File: src/rtl/ysyx_23060042_exec_ctrl_if.sv
// Handshake bundle between the execution controller and the fetch, decode,
// LSU and writeback blocks around it.
interface ysyx_23060042_exec_ctrl_if;
   logic        ifu_rvalid;
   logic        dec_regen;
   logic        dec_pcjen;
   logic [1:0]  dec_mwen;
   logic [1:0]  dec_mren;
   logic        dec_brken;
   logic        mem_ready;
   logic        ifu_req;
   logic        ir_we;
   logic        mem_req;
   logic        mem_wr;
   logic [1:0]  mem_size;
   logic        rf_we;
   logic        pc_we;
   logic        pc_jump;
   logic        halt;
   logic        mem_err;
   logic [2:0]  state;
   logic [31:0] cycle_cnt;
   logic [31:0] instret_cnt;

   modport slave (
      input  ifu_rvalid, dec_regen, dec_pcjen, dec_mwen, dec_mren, dec_brken, mem_ready,
      output ifu_req, ir_we, mem_req, mem_wr, mem_size, rf_we, pc_we, pc_jump,
             halt, mem_err, state, cycle_cnt, instret_cnt
   );

   modport master (
      output ifu_rvalid, dec_regen, dec_pcjen, dec_mwen, dec_mren, dec_brken, mem_ready,
      input  ifu_req, ir_we, mem_req, mem_wr, mem_size, rf_we, pc_we, pc_jump,
             halt, mem_err, state, cycle_cnt, instret_cnt
   );
endinterface

File: src/rtl/ysyx_23060042_exec_ctrl.sv
// Multi-cycle instruction sequencer: fetch, decode, execute, optional LSU
// access with timeout, writeback; plus cycle and retired-instruction counters.
//
// state  | meaning
// -------+-----------------------------------------------------------
// FETCH  | request instruction, load IR on ifu_rvalid
// DECODE | capture decoded controls, divert to HALT on break
// EXEC   | choose MEM or WB from captured load/store codes
// MEM    | hold LSU request until mem_ready or timeout
// WB     | PC/RF write strobes, retire instruction
// HALT   | absorbing stop state, left only through reset
module ysyx_23060042_exec_ctrl #(
   parameter int MEM_TIMEOUT = 255
) (
   input logic clk,
   input logic rst_n,
   ysyx_23060042_exec_ctrl_if.slave bus
);

   localparam int TW = $clog2(MEM_TIMEOUT + 1);

   typedef enum logic [2:0] {
      S_FETCH  = 3'd0,
      S_DECODE = 3'd1,
      S_EXEC   = 3'd2,
      S_MEM    = 3'd3,
      S_WB     = 3'd4,
      S_HALT   = 3'd5
   } state_t;

   state_t      state_q;
   logic        ifu_req_q;
   logic        mem_req_q;
   logic        mem_wr_q;
   logic [1:0]  mem_size_q;
   logic        rf_we_q;
   logic        pc_we_q;
   logic        pc_jump_q;
   logic        halt_q;
   logic        mem_err_q;
   logic        regen_q;
   logic        pcjen_q;
   logic [1:0]  mwen_q;
   logic [1:0]  mren_q;
   logic [TW-1:0] tmo_q;
   logic [31:0] cycle_cnt_q;
   logic [31:0] instret_cnt_q;

   // Strobes are registered for the state being entered, so they default
   // low every cycle and each transition re-asserts what its target needs.
   always_ff @(posedge clk or negedge rst_n) begin
      if (!rst_n) begin
         state_q       <= S_FETCH;
         ifu_req_q     <= 1'b0;
         mem_req_q     <= 1'b0;
         mem_wr_q      <= 1'b0;
         mem_size_q    <= 2'b00;
         rf_we_q       <= 1'b0;
         pc_we_q       <= 1'b0;
         pc_jump_q     <= 1'b0;
         halt_q        <= 1'b0;
         mem_err_q     <= 1'b0;
         regen_q       <= 1'b0;
         pcjen_q       <= 1'b0;
         mwen_q        <= 2'b00;
         mren_q        <= 2'b00;
         tmo_q         <= '0;
         cycle_cnt_q   <= 32'd0;
         instret_cnt_q <= 32'd0;
      end else begin
         ifu_req_q  <= 1'b0;
         mem_req_q  <= 1'b0;
         mem_wr_q   <= 1'b0;
         mem_size_q <= 2'b00;
         rf_we_q    <= 1'b0;
         pc_we_q    <= 1'b0;
         pc_jump_q  <= 1'b0;

         if (state_q != S_HALT) cycle_cnt_q <= cycle_cnt_q + 32'd1;

         case (state_q)
            S_FETCH: begin
               // ifu_req_q doubles as the "out of reset" qualifier for ifu_rvalid
               if (ifu_req_q && bus.ifu_rvalid) state_q   <= S_DECODE;
               else                             ifu_req_q <= 1'b1;
            end
            S_DECODE: begin
               regen_q <= bus.dec_regen;
               pcjen_q <= bus.dec_pcjen;
               mwen_q  <= bus.dec_mwen;
               mren_q  <= bus.dec_mren;
               if (bus.dec_brken) begin
                  state_q <= S_HALT;
                  halt_q  <= 1'b1;
               end else begin
                  state_q <= S_EXEC;
               end
            end
            S_EXEC: begin
               if ((mwen_q != 2'b00) || (mren_q != 2'b00)) begin
                  state_q    <= S_MEM;
                  tmo_q      <= '0;
                  mem_req_q  <= 1'b1;
                  mem_wr_q   <= (mwen_q != 2'b00);
                  mem_size_q <= (mwen_q != 2'b00) ? mwen_q : mren_q;
               end else begin
                  state_q   <= S_WB;
                  pc_we_q   <= 1'b1;
                  rf_we_q   <= regen_q;
                  pc_jump_q <= pcjen_q;
               end
            end
            S_MEM: begin
               if (bus.mem_ready) begin
                  state_q   <= S_WB;
                  pc_we_q   <= 1'b1;
                  rf_we_q   <= regen_q;
                  pc_jump_q <= pcjen_q;
               end else if (tmo_q == TW'(MEM_TIMEOUT - 1)) begin
                  state_q   <= S_HALT;
                  halt_q    <= 1'b1;
                  mem_err_q <= 1'b1;
               end else begin
                  tmo_q      <= tmo_q + TW'(1);
                  mem_req_q  <= 1'b1;
                  mem_wr_q   <= mem_wr_q;
                  mem_size_q <= mem_size_q;
               end
            end
            S_WB: begin
               state_q       <= S_FETCH;
               ifu_req_q     <= 1'b1;
               instret_cnt_q <= instret_cnt_q + 32'd1;
            end
            S_HALT: state_q <= S_HALT;
            default: begin
               state_q <= S_HALT;
               halt_q  <= 1'b1;
            end
         endcase
      end
   end

   assign bus.ifu_req     = ifu_req_q;
   assign bus.ir_we       = (state_q == S_FETCH) && ifu_req_q && bus.ifu_rvalid;
   assign bus.mem_req     = mem_req_q;
   assign bus.mem_wr      = mem_wr_q;
   assign bus.mem_size    = mem_size_q;
   assign bus.rf_we       = rf_we_q;
   assign bus.pc_we       = pc_we_q;
   assign bus.pc_jump     = pc_jump_q;
   assign bus.halt        = halt_q;
   assign bus.mem_err     = mem_err_q;
   assign bus.state       = state_q;
   assign bus.cycle_cnt   = cycle_cnt_q;
   assign bus.instret_cnt = instret_cnt_q;

endmodule

File: src/flat_wrapper.sv
// flat-port wrapper written by rule: the top's interface ports become plain ports
module ysyx_23060042_exec_ctrl_flat 
#(
   parameter int MEM_TIMEOUT = 255
)
  (clk, rst_n, bus_ifu_rvalid, bus_dec_regen, bus_dec_pcjen, bus_dec_mwen, bus_dec_mren, bus_dec_brken, bus_mem_ready, bus_ifu_req, bus_ir_we, bus_mem_req, bus_mem_wr, bus_mem_size, bus_rf_we, bus_pc_we, bus_pc_jump, bus_halt, bus_mem_err, bus_state, bus_cycle_cnt, bus_instret_cnt);
  ysyx_23060042_exec_ctrl_if bus_i ();
  input logic clk;
  input logic rst_n;
  input wire logic [$bits(bus_i.ifu_rvalid)-1:0] bus_ifu_rvalid;
  input wire logic [$bits(bus_i.dec_regen)-1:0] bus_dec_regen;
  input wire logic [$bits(bus_i.dec_pcjen)-1:0] bus_dec_pcjen;
  input wire logic [$bits(bus_i.dec_mwen)-1:0] bus_dec_mwen;
  input wire logic [$bits(bus_i.dec_mren)-1:0] bus_dec_mren;
  input wire logic [$bits(bus_i.dec_brken)-1:0] bus_dec_brken;
  input wire logic [$bits(bus_i.mem_ready)-1:0] bus_mem_ready;
  output wire logic [$bits(bus_i.ifu_req)-1:0] bus_ifu_req;
  output wire logic [$bits(bus_i.ir_we)-1:0] bus_ir_we;
  output wire logic [$bits(bus_i.mem_req)-1:0] bus_mem_req;
  output wire logic [$bits(bus_i.mem_wr)-1:0] bus_mem_wr;
  output wire logic [$bits(bus_i.mem_size)-1:0] bus_mem_size;
  output wire logic [$bits(bus_i.rf_we)-1:0] bus_rf_we;
  output wire logic [$bits(bus_i.pc_we)-1:0] bus_pc_we;
  output wire logic [$bits(bus_i.pc_jump)-1:0] bus_pc_jump;
  output wire logic [$bits(bus_i.halt)-1:0] bus_halt;
  output wire logic [$bits(bus_i.mem_err)-1:0] bus_mem_err;
  output wire logic [$bits(bus_i.state)-1:0] bus_state;
  output wire logic [$bits(bus_i.cycle_cnt)-1:0] bus_cycle_cnt;
  output wire logic [$bits(bus_i.instret_cnt)-1:0] bus_instret_cnt;
  assign bus_i.ifu_rvalid = bus_ifu_rvalid;
  assign bus_i.dec_regen = bus_dec_regen;
  assign bus_i.dec_pcjen = bus_dec_pcjen;
  assign bus_i.dec_mwen = bus_dec_mwen;
  assign bus_i.dec_mren = bus_dec_mren;
  assign bus_i.dec_brken = bus_dec_brken;
  assign bus_i.mem_ready = bus_mem_ready;
  assign bus_ifu_req = bus_i.ifu_req;
  assign bus_ir_we = bus_i.ir_we;
  assign bus_mem_req = bus_i.mem_req;
  assign bus_mem_wr = bus_i.mem_wr;
  assign bus_mem_size = bus_i.mem_size;
  assign bus_rf_we = bus_i.rf_we;
  assign bus_pc_we = bus_i.pc_we;
  assign bus_pc_jump = bus_i.pc_jump;
  assign bus_halt = bus_i.halt;
  assign bus_mem_err = bus_i.mem_err;
  assign bus_state = bus_i.state;
  assign bus_cycle_cnt = bus_i.cycle_cnt;
  assign bus_instret_cnt = bus_i.instret_cnt;
  ysyx_23060042_exec_ctrl #(.MEM_TIMEOUT(MEM_TIMEOUT)) u_core (.clk(clk), .rst_n(rst_n), .bus(bus_i));
endmodule
File: config.mk
export PLATFORM = sky130hd
export DESIGN_NAME = ysyx_23060042_exec_ctrl_flat
export DESIGN_NICKNAME = d
export VERILOG_FILES = /design/src/rtl/ysyx_23060042_exec_ctrl_if.sv /design/src/rtl/ysyx_23060042_exec_ctrl.sv /design/src/flat_wrapper.sv
export SDC_FILE = /design/constraint.sdc
export NUM_CORES = 1
export LEC_CHECK = 0
export ABC_CLOCK_PERIOD_IN_PS = 2500
export BUFFER_PORTS_ARGS = -buffer_cell sky130_fd_sc_hd__buf_2
export CAP_MARGIN = 20
export CORE_MARGIN = 3
export CORE_UTILIZATION = 40
export CTS_CLUSTER_DIAMETER = 80
export DETAILED_ROUTE_END_ITERATION = 10
export PLACE_DENSITY = 0.7
export SLEW_MARGIN = 20
export SYNTH_ARGS = -nofsm -noshare
export SYNTH_HDL_FRONTEND = slang
export SYNTH_SLANG_ARGS = --single-unit
File: constraint.sdc
create_clock -name clk -period 2.5 [get_ports clk]
set_input_delay 0.25 -clock clk [delete_from_list [all_inputs] [get_ports clk]]
set_output_delay 0.25 -clock clk [all_outputs]
set_load 0.1 [all_outputs]
## Word level (Yosys, flattened, before mapping)

Cells that the tools add are included.

- Flip-flop bits (word level): 91
- Output and inout bits: 78

- Add/sub/neg operators: 3
- Equal/unequal tests: 14
- Muxes and demuxes: 38
- Bitwise gates (word level): 2
- Reduce and logical (&&, ||, !) cells: 13

Operators with widths:

| cell | number |
|---|---|
| $add 32x1->32 const B | 2 |
| $mux 8 | 3 |
| $mux 1 | 16 |
| $pmux 8 s2 | 1 |
| $mux 3 | 5 |
| $pmux 3 s5 | 1 |
| $pmux 1 s2 | 6 |
| $add 8x1->8 const B | 1 |
| $eq 8x8->1 const B | 1 |
| $mux 2 | 4 |
| $reduce_and 4->1 | 2 |
| $eq 3x2->1 const B | 2 |
| $eq 3x3->1 const B | 2 |
| $ne 2x1->1 const B | 3 |
| $ne 2x2->1 const B | 3 |
| $reduce_bool 2->1 | 3 |
| $pmux 2 s2 | 1 |
| $reduce_or 4->1 | 1 |
| $eq 3x1->1 const B | 1 |
| $logic_and 1x1->1 | 3 |
| $logic_not 3->1 | 1 |
| $ne 3x2->1 const B | 1 |
| $ne 3x3->1 const B | 1 |
| $pmux 1 s3 | 1 |
| 4 further kinds | 5 |

## Logic depth before layout (Yosys ltp)

Gate-level depths: netlist of run 1.

- Depth in word-level cells: 4
- Mapped depth: 6
- Gate-level depth less buffers: 6

## Worst setup path before layout of run 1

No wires, ideal clock.

- Path type: reg-to-output
- Start point: register u_core.state_q[2] (netlist: u_core.bus.state[2])
- End point: output bus_ir_we
- Arrival time: 3.471 ns
- Data required time: 2.250 ns
- Slack: -1.221 ns
- Cell stages (with the launch flop): 5
- Path through: dfrtp_1 > buf_2 > clkbuf_1 > nand3b_1 > nor3_1

- Word-level cells in the longest chain between the ends: 3

Ends and longest elaborated chain:

| element | line | text |
|---|---|---|
| start: declaration | ysyx_23060042_exec_ctrl.sv:31 | `state_t state_q;` |
| start signal: assignment | ysyx_23060042_exec_ctrl.sv:53 | `state_q <= S_FETCH;` |
| start signal: assignment | ysyx_23060042_exec_ctrl.sv:84 | `if (ifu_req_q && bus.ifu_rvalid) state_q <= S_DECODE;` |
| start signal: assignment | ysyx_23060042_exec_ctrl.sv:93 | `state_q <= S_HALT;` |
| $logic_not 3->1 | ysyx_23060042_exec_ctrl.sv:145 | `assign bus.ir_we = (state_q == S_FETCH) && ifu_req_q && bus.ifu_rvalid;` |
| $logic_and 1x1->1 (2 in series) | ysyx_23060042_exec_ctrl.sv:145 |  |
| end: declaration | flat_wrapper.sv:18 | `output wire logic [$bits(bus_i.ir_we)-1:0] bus_ir_we;` |

Every way passes these cells.

## Final worst setup path of run 1

- Start point: register u_core.state_q[1] (netlist: u_core.bus.state[1])
- End point: register u_core.cycle_cnt_q[31] (netlist: u_core.bus.cycle_cnt[31])

- Word-level cells in the longest chain between the ends: 1

Ends and longest elaborated chain:

| element | line | text |
|---|---|---|
| $ne 3x3->1 | ysyx_23060042_exec_ctrl.sv:79 | `if (state_q != S_HALT) cycle_cnt_q <= cycle_cnt_q + 32'd1;` |
| end signal: assignment | ysyx_23060042_exec_ctrl.sv:79 |  |
| end: declaration | ysyx_23060042_exec_ctrl.sv:46 | `logic [31:0] cycle_cnt_q;` |

Every way passes these cells.
A chain may end at the register's enable or synchronous reset.

==> metrics.cfg, run 1 <==
[outcome]
outcome = finished, final reports clean

[clocking]
cts_setup_buffers = 0
cts.hold.buffers_added = 1
max_buffers_root_to_sink = 2
root_buffer = clkbuf_8
cts-buffers-inserted = 9
clock-sinks = 91
cts-htree-levels = 3
clk_pin_slew_worst_paths_ns = 0.09
cts_tree = yes
clock_latency_ns = 0.34
post_cts_resize_count = 0

[critical_path]
worstReg2RegEnd = u_core.bus.cycle_cnt[31]
crit_path_max_incr_delay_ns = 0.67
cp.required_ns = 2.73
cp_num_buf_inv = 0
cell_at_the_slowest_stage_of_the_critical_path = dfrtp_1
worst-endpoint-arrival_ns = 2.33
worst-r2r-setup-slack_ns = 0.40
cell_family_with_the_largest_share_of_critical_path_delay = simple AND/OR/NAND/NOR gates
critPathKind = flop to flop
critical_path.endpoint_type = flop
critical_path.startpoint_type = flop
timing.critical_path.cells = and3b_1 > nor4_4 > nand4_1 > xnor2_1
r2r_cells = 4
worstPathMaxFanout = 17
critical_path.reg2reg.startpoint = u_core.bus.state[1]

[floorplan]
die_outline_area_mm2 = 0.01165
core_area_mm2 = 0.009955
die_h_um = 107.9
chipWidth_um = 107.9
start_util = 0.4175
floorplan.rows = 36
io_pins = 89

[yosys]
post-synth-top-area-cell = dfrtp_1
ys_seq_elements = 91
syn_nets = 388
synth-edff-count = 0
share_of_async_settable_or_async_resettable_flops_after_synthesis = 1.000
netlist-cell-type-count = 51
postSynthCellCount = 373
avgSynthCellArea_um2 = 11.14
netlist.area_leader.share = 0.5479
ys.warnings.count = 0
synth_flop_cell = dfrtp_1
synth_top_cells_by_area = dfrtp_1 55%, xnor2_1 10%, nand3_1 4.1%, nand4_1 4.1%, nand2_1 3.0%
synth.cell_area_mm2 = 0.004156
synth_commonest_cells = 91 x dfrtp_1, 48 x xnor2_1, 34 x nand3_1, 33 x nand2_1, 27 x nand4_1
post-synth-top-count-cell = dfrtp_1
yosysSeqAreaShare = 0.5479

[routing]
drtAntennaViolNets = 0
finalWirelength_mm = 9.217
routedWlPerCell_um = 15.18
drt-initial-drc-count = 220
detail_route.first_pass.iterations = 4
vias = 3177
viasPerCell = 5.234
detail_route.drc_violations = 0

[timing]
worstMarginPinSlew_ns = 0.7090
fin_worst_skew_ns = 0.01068
final-max-slew-violation-count = 0
slew_headroom = 0.5237
grt_setup_unrepaired = no
finalHoldWorstSlack_ns = 0.1292
clock.fmax_mhz = 476.6
report.final.hold_viol_count = 0
setup_viol_count_final = 0
layout_min_cycle_time_ns = 2.098
fin_crit_sh = 0.8393
setup-tns-final_ns = 0

[place]
dp_hpwl_mm = 6.652
place.port_buffers = 88
gp_congestion = 0.8260

[grt]
global_route_wire_length_before_repair_mm = 15.21
antenna_violations_before_repair = 0
grt.overflow.total = 0
global_route.usage.total = 0.1630
first_global_vias = 3051
grt_max_degree = 57

[min_path]
holdCritPathClass = primary input to flop
holdPathEnd = u_core.mwen_q[1]
timing.hold.worst.start = bus_dec_mwen[1]
holdPathStages = 3

[final_layout]
syn2layout_area_growth_pct = 20.02
fillers = 917
count_of_inserted_antenna_diode_cells = 0
nNetsFinal = 484
post_route_cells_drive_above_1_share = 0.2743

[power]
power.density_mw_per_mm2 = 984.8
p_leak_nw = 2.392
pwr-share-clk = 0.203
p_total_w = 0.004913
ir_drop_mv = 0.9782
power.share.sequential = 0.410
power.internal_w = 0.002590
proportion_of_power_drawn_by_combinational_gates = 0.387
power.share.switching = 0.4728
net-switching-power_w = 0.002323

[job]
max_cap_violations = 0

## power by group through the flow
stage | clock network (W) | logic [W] | registers (W)
after detailed placement | 0 | 0.00191 | 0.00204
after CTS | 0.00104 | 0.00192 | 0.00201
after global routing | 0.00110 | 0.00201 | 0.00207
after floorplan | 0 | 0.000624 | 0.00296
final | 0.00100 | 0.00190 | 0.00201
after global placement | 0 | 0.00189 | 0.00203
## state kept, by name (all words and copies together), names as in the netlist
name / flops
u_core.mwen_q: 2
u_core.bus.instret_cnt: 32
u_core.bus.rf_we: 1
u_core.bus.mem_err: 1
u_core.bus.mem_wr: 1
u_core.bus.ifu_req: 1
u_core.bus.mem_req: 1
u_core.bus.pc_we: 1
u_core.mren_q: 2
u_core.bus.cycle_cnt: 32
u_core.bus.state: 3
u_core.bus.halt: 1
u_core.regen_q: 1
u_core.bus.mem_size: 2
u_core.pcjen_q: 1
u_core.tmo_q: 8
u_core.bus.pc_jump: 1
## worst max-delay path by stage
stage	cells after the start	slack (ns)	to	start
2_1_floorplan	4	0.01	bus_ir_we	u_core.bus.state[2]
3_3_place_gp	4	0.51	u_core.bus.cycle_cnt[31]	u_core.bus.state[1]
3_5_place_dp	4	0.39	u_core.bus.cycle_cnt[31]	u_core.bus.state[1]
4_1_cts	4	0.39	u_core.bus.cycle_cnt[31]	u_core.bus.state[1]
5_1_grt	4	0.19	u_core.bus.cycle_cnt[31]	u_core.bus.state[1]
6_report	4	0.40	u_core.bus.cycle_cnt[31]	u_core.bus.state[1]
## metrics by stage
step	setup slack (ns)	utilization	std cells	instance area [um2]
floorplan	0.01208	-	373	4168
global placement	0.5077	0.4798	590	4776
detailed placement	0.3884	0.4798	590	4776
CTS	0.3872	0.5011	607	4989
global route	0.1933	0.5011	607	4989
finish	0.4017	0.5011	607	4989
## layout make-up
class                   count  area (um2)  area share
clock buffers              10       137.6     0.02759
clock inverters             6       65.06     0.01304
inverters                   3       11.26    0.002257
multi-input cells         270        1828      0.3664
flip-flops and latches     91        2277      0.4565
well taps                 133       166.4     0.03336
repair buffers             94       503.0      0.1008
## worst register-to-register path: stages, from the launching register on
cell and delay (ns):
dfrtp_1 0.67, and3b_1 0.36, nor4_4 0.57, nand4_1 0.22, xnor2_1 0.17
## cells by family (layout without fill, tap and decap cells)
kind of cell / after synthesis / count (layout) / synth area share
compound gates: 29 / 29 / 0.04395
xor+xnor: 62 / 62 / 0.1306
fa+ha+maj: 4 / 4 / 0.01204
buf+inv: 12 / 113 / 0.01505
flops: 91 / 91 / 0.5479
mux: 6 / 6 / 0.01595
simple gates: 169 / 169 / 0.2345
## layout by cell type (no fill, tap or decap), types with 4 or more instances in the layout
master / Yosys / routed
nand4_1: 27 / 27
nor3_1: 9 / 8
nor2_1: 13 / 13
xnor2_1: 48 / 48
ha_1: 4 / 4
clkinvlp_4: 0 / 4
clkbuf_8: 0 / 10
a21oi_1: 6 / 6
buf_4: 1 / 5
buf_2: 5 / 87
dfrtp_1: 91 / 91
nand3_1: 34 / 34
or3_1: 4 / 4
mux2_2: 5 / 5
and3_1: 16 / 16
nand2_1: 33 / 33
o21ai_0: 9 / 9
xor2_1: 14 / 14
## per-layer routing
metal | vias up | GRT usage | part of all wire
li1 | 1531 | - | -
met2 | 64 | 0.2518 | 0.48
met3 | 9 | 0.03104 | 0.039
met4 | 0 | 0.06132 | 0.012
met5 | - | 0 | 0
met1 | 1573 | 0.2292 | 0.47
(Power assumes the default switching activity.)
==> inputs of run 2 (changes only) <==
--- a/config.mk
+++ b/config.mk
@@ -5,14 +5,14 @@
 export SDC_FILE = /design/constraint.sdc
 export NUM_CORES = 1
 export LEC_CHECK = 0
-export ABC_CLOCK_PERIOD_IN_PS = 2500
+export ABC_CLOCK_PERIOD_IN_PS = 1700
 export BUFFER_PORTS_ARGS = -buffer_cell sky130_fd_sc_hd__buf_2
 export CAP_MARGIN = 20
 export CORE_MARGIN = 3
 export CORE_UTILIZATION = 40
 export CTS_CLUSTER_DIAMETER = 80
 export DETAILED_ROUTE_END_ITERATION = 10
-export PLACE_DENSITY = 0.7
+export PLACE_DENSITY = 0.72
 export SLEW_MARGIN = 20
 export SYNTH_ARGS = -nofsm -noshare
 export SYNTH_HDL_FRONTEND = slang
==> constraint.sdc (replaced) <==
create_clock -name clk -period 1.7 [get_ports clk]
set_input_delay 0.17 -clock clk [delete_from_list [all_inputs] [get_ports clk]]
set_output_delay 0.17 -clock clk [all_outputs]
set_load 0.1 [all_outputs]
==> run 2 against run 1 <==
The flow now finishes with violations (setup timing). Clock skew fell by 0.0062 ns. Critical path depth fell by 1. Clock power rose by 46%. Via count rose by 5.3%. Core utilization rose by 6.3 points. Register-to-register slack got worse by 0.38 ns. Count of clock-buffer cells in the layout rose by 1. Sequential share of layout area fell by 2.5 points. Critical endpoint is now bus_ir_we.
==> metrics.cfg, run 2 (same netlist as run 1, synthesis figures left out) <==
[timing]
clock.fmax_mhz = 587.2
fin_worst_skew_ns = 0.004514
final-max-slew-violation-count = 0
finalHoldWorstSlack_ns = 0.02410
grt_setup_unrepaired = yes
report.final.hold_viol_count = 0
layout_min_cycle_time_ns = 1.703
fin_crit_sh = 1.002
setup_viol_count_final = 1
finalWorstSetupSlack_ns = -0.002952
setup-tns-final_ns = -0.002952
slew_headroom = 0.6653
worstMarginPinSlew_ns = 0.5055

[power]
power.internal_w = 0.004275
proportion_of_power_drawn_by_combinational_gates = 0.436
net-switching-power_w = 0.003609
p_leak_nw = 2.576
power.share.switching = 0.4578
power.density_mw_per_mm2 = 1405
pwr-share-clk = 0.185
power.share.sequential = 0.379
ir_drop_mv = 1.283

[routing]
drtAntennaViolNets = 0
drt-initial-drc-count = 219
detail_route.first_pass.iterations = 4
viasPerCell = 5.172
detail_route.drc_violations = 0
finalWirelength_mm = 10.00
routedWlPerCell_um = 15.46
vias = 3346

[critical_path]
worstPathMaxFanout = 7
worst-r2r-setup-slack_ns = 0.02
r2r_cells = 5
critical_path.reg2reg.startpoint = u_core.bus.state[0]
worst-endpoint-arrival_ns = 1.53
critical_path.endpoint_type = output port
critPathKind = flop to output port
cp.required_ns = 1.53
worstReg2RegEnd = u_core.tmo_q[7]
critical_path.startpoint_type = flop

[clocking]
clock-sinks = 91
max_buffers_root_to_sink = 2
cts-buffers-inserted = 9
root_buffer = clkbuf_8
clk_pin_slew_worst_paths_ns = 0.08
cts_tree = yes
cts-htree-levels = 3
clock_latency_ns = 0.35

[final_layout]
syn2layout_area_growth_pct = 35.04
post_route_cells_drive_above_1_share = 0.4728
count_of_inserted_antenna_diode_cells = 0
nNetsFinal = 524
layout.cells.most_common_list = 89 x buf_2, 48 x xnor2_1, 36 x buf_4
most_common_cell_after_layout_fill_and_taps_aside = buf_2
stdcell_count = 647

[place]
place.port_buffers = 88
gp_congestion = 0.8630
dp_hpwl_mm = 7.074
dp.cells = 611
place_ws_ns = -0.1018

[floorplan]
die_h_um = 107.9
die_outline_area_mm2 = 0.01165
chipWidth_um = 107.9
floorplan.rows = 36
io_pins = 89
core_area_mm2 = 0.009955
start_util = 0.4175

[outcome]
outcome = finished, violations left
violations = setup timing

[grt]
antenna_violations_before_repair = 0
global_route_wire_length_before_repair_mm = 16.26
first_global_vias = 3324
grt_max_degree = 44
global_route.usage.total = 0.1745
grt.overflow.total = 0

[min_path]
holdPathStages = 3
holdCritPathClass = primary input to flop
timing.hold.worst.start = bus_dec_mwen[1]
holdPathEnd = u_core.mwen_q[1]

[job]
max_cap_violations = 0

==> run 2: cell types whose count changed in the layout (fill, tap and decap cells not counted), moves of 3 or more <==
cell and change:
clkinvlp_4 -3, buf_4 +31, dfrtp_1 -56, nor3_1 -3
dfrtp_4 +30, nor3_4 +3, dfrtp_2 +26, nor2_4 +3
buf_6 +4
==> run 2: repair_timing <==
item / CTS / global route
endpoints found under the setup margin: 36 / 36
pin swaps: 3 / 10
gates resized for setup: 7 / 20
buffers inserted: 7 / 8
hold buffers: 1 / 0
hold endpoints to repair: 26 / 0
gates cloned: 1 / 3
==> run 2: per-stage QoR <==
stage	util	total power [W]	area (um2)
floorplan	-	0.005502	4419
global placement	0.5192	0.006141	5169
detailed placement	0.5192	0.006204	5169
CTS	0.5480	0.007825	5455
global route	0.5639	0.008281	5613
finish	0.5639	0.007884	5613
==> run 2: how the worst max path moves through the flow <==
| stage | from | end |
|---|---|---|
| global placement | u_core.bus.state[1] | u_core.bus.cycle_cnt[27] |
| finish | u_core.bus.state[2] | bus_ir_we |
| floorplan | u_core.bus.state[2] | bus_ir_we |
| CTS | u_core.bus.state[2] | bus_ir_we |
| global route | u_core.bus.state[0] | u_core.tmo_q[7] |
| detailed placement | u_core.bus.state[1] | u_core.bus.cycle_cnt[17] |
==> run 2: layout make-up <==
type / instances / area [um2]
sequential: 91 / 2422
fill: 861 / 4342
tap: 133 / 166.4
multi-input combinational: 271 / 1988
timing repair buffer: 133 / 830.8
clock buffer: 11 / 141.4
clock inverter: 5 / 52.55
inverter: 3 / 11.26
==> run 2: worst max-delay path, stage by stage (launching register included) <==
cell and delay [ns]:
dfrtp_4 0.52, nand3b_1 0.22, nor3_4 0.22, buf_12 0.21
==> run 2: power by group through the flow <==
stage | registers [W] | clock network [W] | logic, W
floorplan | 0.00447 | 0 | 0.00103
global placement | 0.00301 | 0 | 0.00314
detailed placement | 0.00303 | 0 | 0.00318
CTS | 0.00298 | 0.00151 | 0.00333
global route | 0.00305 | 0.00158 | 0.00365
finish | 0.00299 | 0.00146 | 0.00344
==> run 2: per-layer routing <==
| metal | part of all wire | track usage |
|---|---|---|
| met2 | 0.50 | 0.2815 |
| met1 | 0.44 | 0.2374 |
| met3 | 0.040 | 0.02866 |
| met5 | 0 | 0 |
| met4 | 0.016 | 0.06673 |
==> inputs of run 3 (changes only) <==
--- a/config.mk
+++ b/config.mk
@@ -13,6 +13,7 @@
 export CTS_CLUSTER_DIAMETER = 80
 export DETAILED_ROUTE_END_ITERATION = 10
 export PLACE_DENSITY = 0.72
+export SKIP_LAST_GASP = 1
 export SLEW_MARGIN = 20
 export SYNTH_ARGS = -nofsm -noshare
 export SYNTH_HDL_FRONTEND = slang
==> run 3 against run 2 <==
The run now ends clean. Final area fell by 0.31%. Die area unchanged. First-iteration DRC count down 6.8%. Critical path depth is the same. Highest routed layer unchanged.
==> metrics.cfg, run 3 (same netlist as run 1, synthesis figures left out) <==
[timing]
setup_viol_count_final = 0
finalWorstSetupSlack_ns = 0.01158
report.final.hold_viol_count = 0
clock.fmax_mhz = 592.3
final-max-slew-violation-count = 0
grt_setup_unrepaired = yes
slew_headroom = 0.6654
fin_crit_sh = 0.9932
worstMarginPinSlew_ns = 0.5054
layout_min_cycle_time_ns = 1.688
fin_worst_skew_ns = 0.005554

[power]
power.share.switching = 0.4572
net-switching-power_w = 0.003598
p_total_w = 0.007870
power.density_mw_per_mm2 = 1406
power.share.sequential = 0.379
ir_drop_mv = 1.283
pwr-share-clk = 0.185
power.internal_w = 0.004272
proportion_of_power_drawn_by_combinational_gates = 0.436
p_leak_nw = 2.578

[final_layout]
nNetsFinal = 524
syn2layout_area_growth_pct = 34.62
fillers = 862
layout.cells.most_common_list = 89 x buf_2, 48 x xnor2_1, 36 x buf_4
most_common_cell_after_layout_fill_and_taps_aside = buf_2
post_route_cells_drive_above_1_share = 0.4650
multi_input_area_mm2 = 0.001971
area_of_all_sequential_standard_cells_mm2 = 0.002422
count_of_inserted_antenna_diode_cells = 0

[clocking]
max_buffers_root_to_sink = 2
clock_latency_ns = 0.35
root_buffer = clkbuf_8
clock-sinks = 91
clk_pin_slew_worst_paths_ns = 0.08
cts-buffers-inserted = 9
cts_tree = yes
cts-htree-levels = 3

[place]
place_ws_ns = -0.1018
gp_congestion = 0.8630
dp_hpwl_mm = 7.074
place.port_buffers = 88

[routing]
drtAntennaViolNets = 0
finalWirelength_mm = 9.961
detail_route.first_pass.iterations = 4
detail_route.drc_violations = 0
drt-initial-drc-count = 204
routedWlPerCell_um = 15.40
viasPerCell = 5.181
vias = 3352

[min_path]
holdCritPathClass = primary input to flop

[floorplan]
floorplan.rows = 36
core_area_mm2 = 0.009955
start_util = 0.4175
die_h_um = 107.9
chipWidth_um = 107.9
io_pins = 89
die_outline_area_mm2 = 0.01165

[critical_path]
critical_path.endpoint_type = output port
timing.critical_path.cells = nand3b_1 > nor3_4 > buf_12
worst-r2r-setup-slack_ns = 0.01
worst-endpoint-arrival_ns = 1.52
worstPathMaxFanout = 7
crit_path_max_incr_delay_ns = 0.52
critical_path.startpoint_type = flop
critical_path.reg2reg.startpoint = u_core.bus.state[0]
r2r_cells = 5
critPathCapture = bus_ir_we
critPathKind = flop to output port
cell_at_the_slowest_stage_of_the_critical_path = dfrtp_4
worstReg2RegEnd = u_core.tmo_q[7]
cp-startpoint = u_core.bus.state[2]
cp.required_ns = 1.53

[grt]
global_route_wire_length_before_repair_mm = 16.26
grt.overflow.total = 0
global_route.usage.total = 0.1745
first_global_vias = 3324
antenna_violations_before_repair = 0
grt_max_degree = 44

[job]
max_cap_violations = 0

[outcome]
outcome = finished, final reports clean

[run 3: cell counts in the layout (fill, tap and decap cells not counted)]
Identical to the previous run, type by type.
[run 3: metrics by stage]
| stage | cell area [um2] | std cells | hold WS, ns | TNS [ns] | utilization |
|---|---|---|---|---|---|
| floorplan | 4419 | 373 | -0.1256 | -6.119 | - |
| global placement | 5169 | 611 | 0.1157 | -0.3261 | 0.5192 |
| detailed placement | 5169 | 611 | 0.1250 | -1.362 | 0.5192 |
| CTS | 5455 | 636 | 0.004589 | -0.002199 | 0.5480 |
| global route | 5595 | 647 | 0.03334 | -0.2393 | 0.5621 |
| finish | 5595 | 647 | 0.02531 | 0 | 0.5621 |
[run 3: power by group through the flow]
stage	Combinational [W]	Sequential (W)	Clock, W
after global placement	0.00314	0.00301	0
after global routing	0.00364	0.00305	0.00158
after detailed placement	0.00318	0.00303	0
after CTS	0.00333	0.00298	0.00151
after floorplan	0.00103	0.00447	0
final	0.00343	0.00299	0.00145
[run 3: repair_timing]
action	CTS	global route
hold buffers	1	0
gates cloned	1	3
setup endpoints to repair	36	36
resized for setup	7	16
setup buffers	7	8
pin swaps	3	10
hold endpoints to repair	26	0
[run 3: area by class of cell]
| class | count | share of cell area |
|---|---|---|
| multi-input cells | 271 | 0.3522 |
| clock buffers | 11 | 0.02527 |
| inverters | 3 | 0.002013 |
| clock inverters | 5 | 0.009392 |
| repair buffers | 133 | 0.1485 |
| well taps | 133 | 0.02974 |
| flip-flops and latches | 91 | 0.4329 |
[run 3: how the worst min path moves through the flow]
stage	startpoint	end	slack, ns	cells after the start
2_1_floorplan	rst_n	u_core.bus.cycle_cnt[14]	-0.13	0
3_3_place_gp	rst_n	u_core.bus.instret_cnt[14]	0.12	1
3_5_place_dp	rst_n	u_core.bus.instret_cnt[14]	0.13	1
4_1_cts	bus_dec_mwen[1]	u_core.mwen_q[1]	0.005	3
5_1_grt	bus_dec_mren[1]	u_core.mren_q[1]	0.03	2
6_report	bus_dec_mwen[1]	u_core.mwen_q[1]	0.03	3
[run 3: critical path: cells and delay by family (launching register included)]
family	cells	cell delay, ns
and+or+nand+nor	2	0.43
buffers and inverters	1	0.21
DFF	1	0.52
[run 3: layer usage]
metal / GRT usage / share of wire / wire [um] / vias to the layer above
met5: 0 / 0 / 0 / -
met4: 0.06673 / 0.016 / 157 / 0
met3: 0.02866 / 0.042 / 414 / 13
met2: 0.2815 / 0.50 / 4985 / 78
met1: 0.2374 / 0.44 / 4403 / 1652
li1: - / - / - / 1609
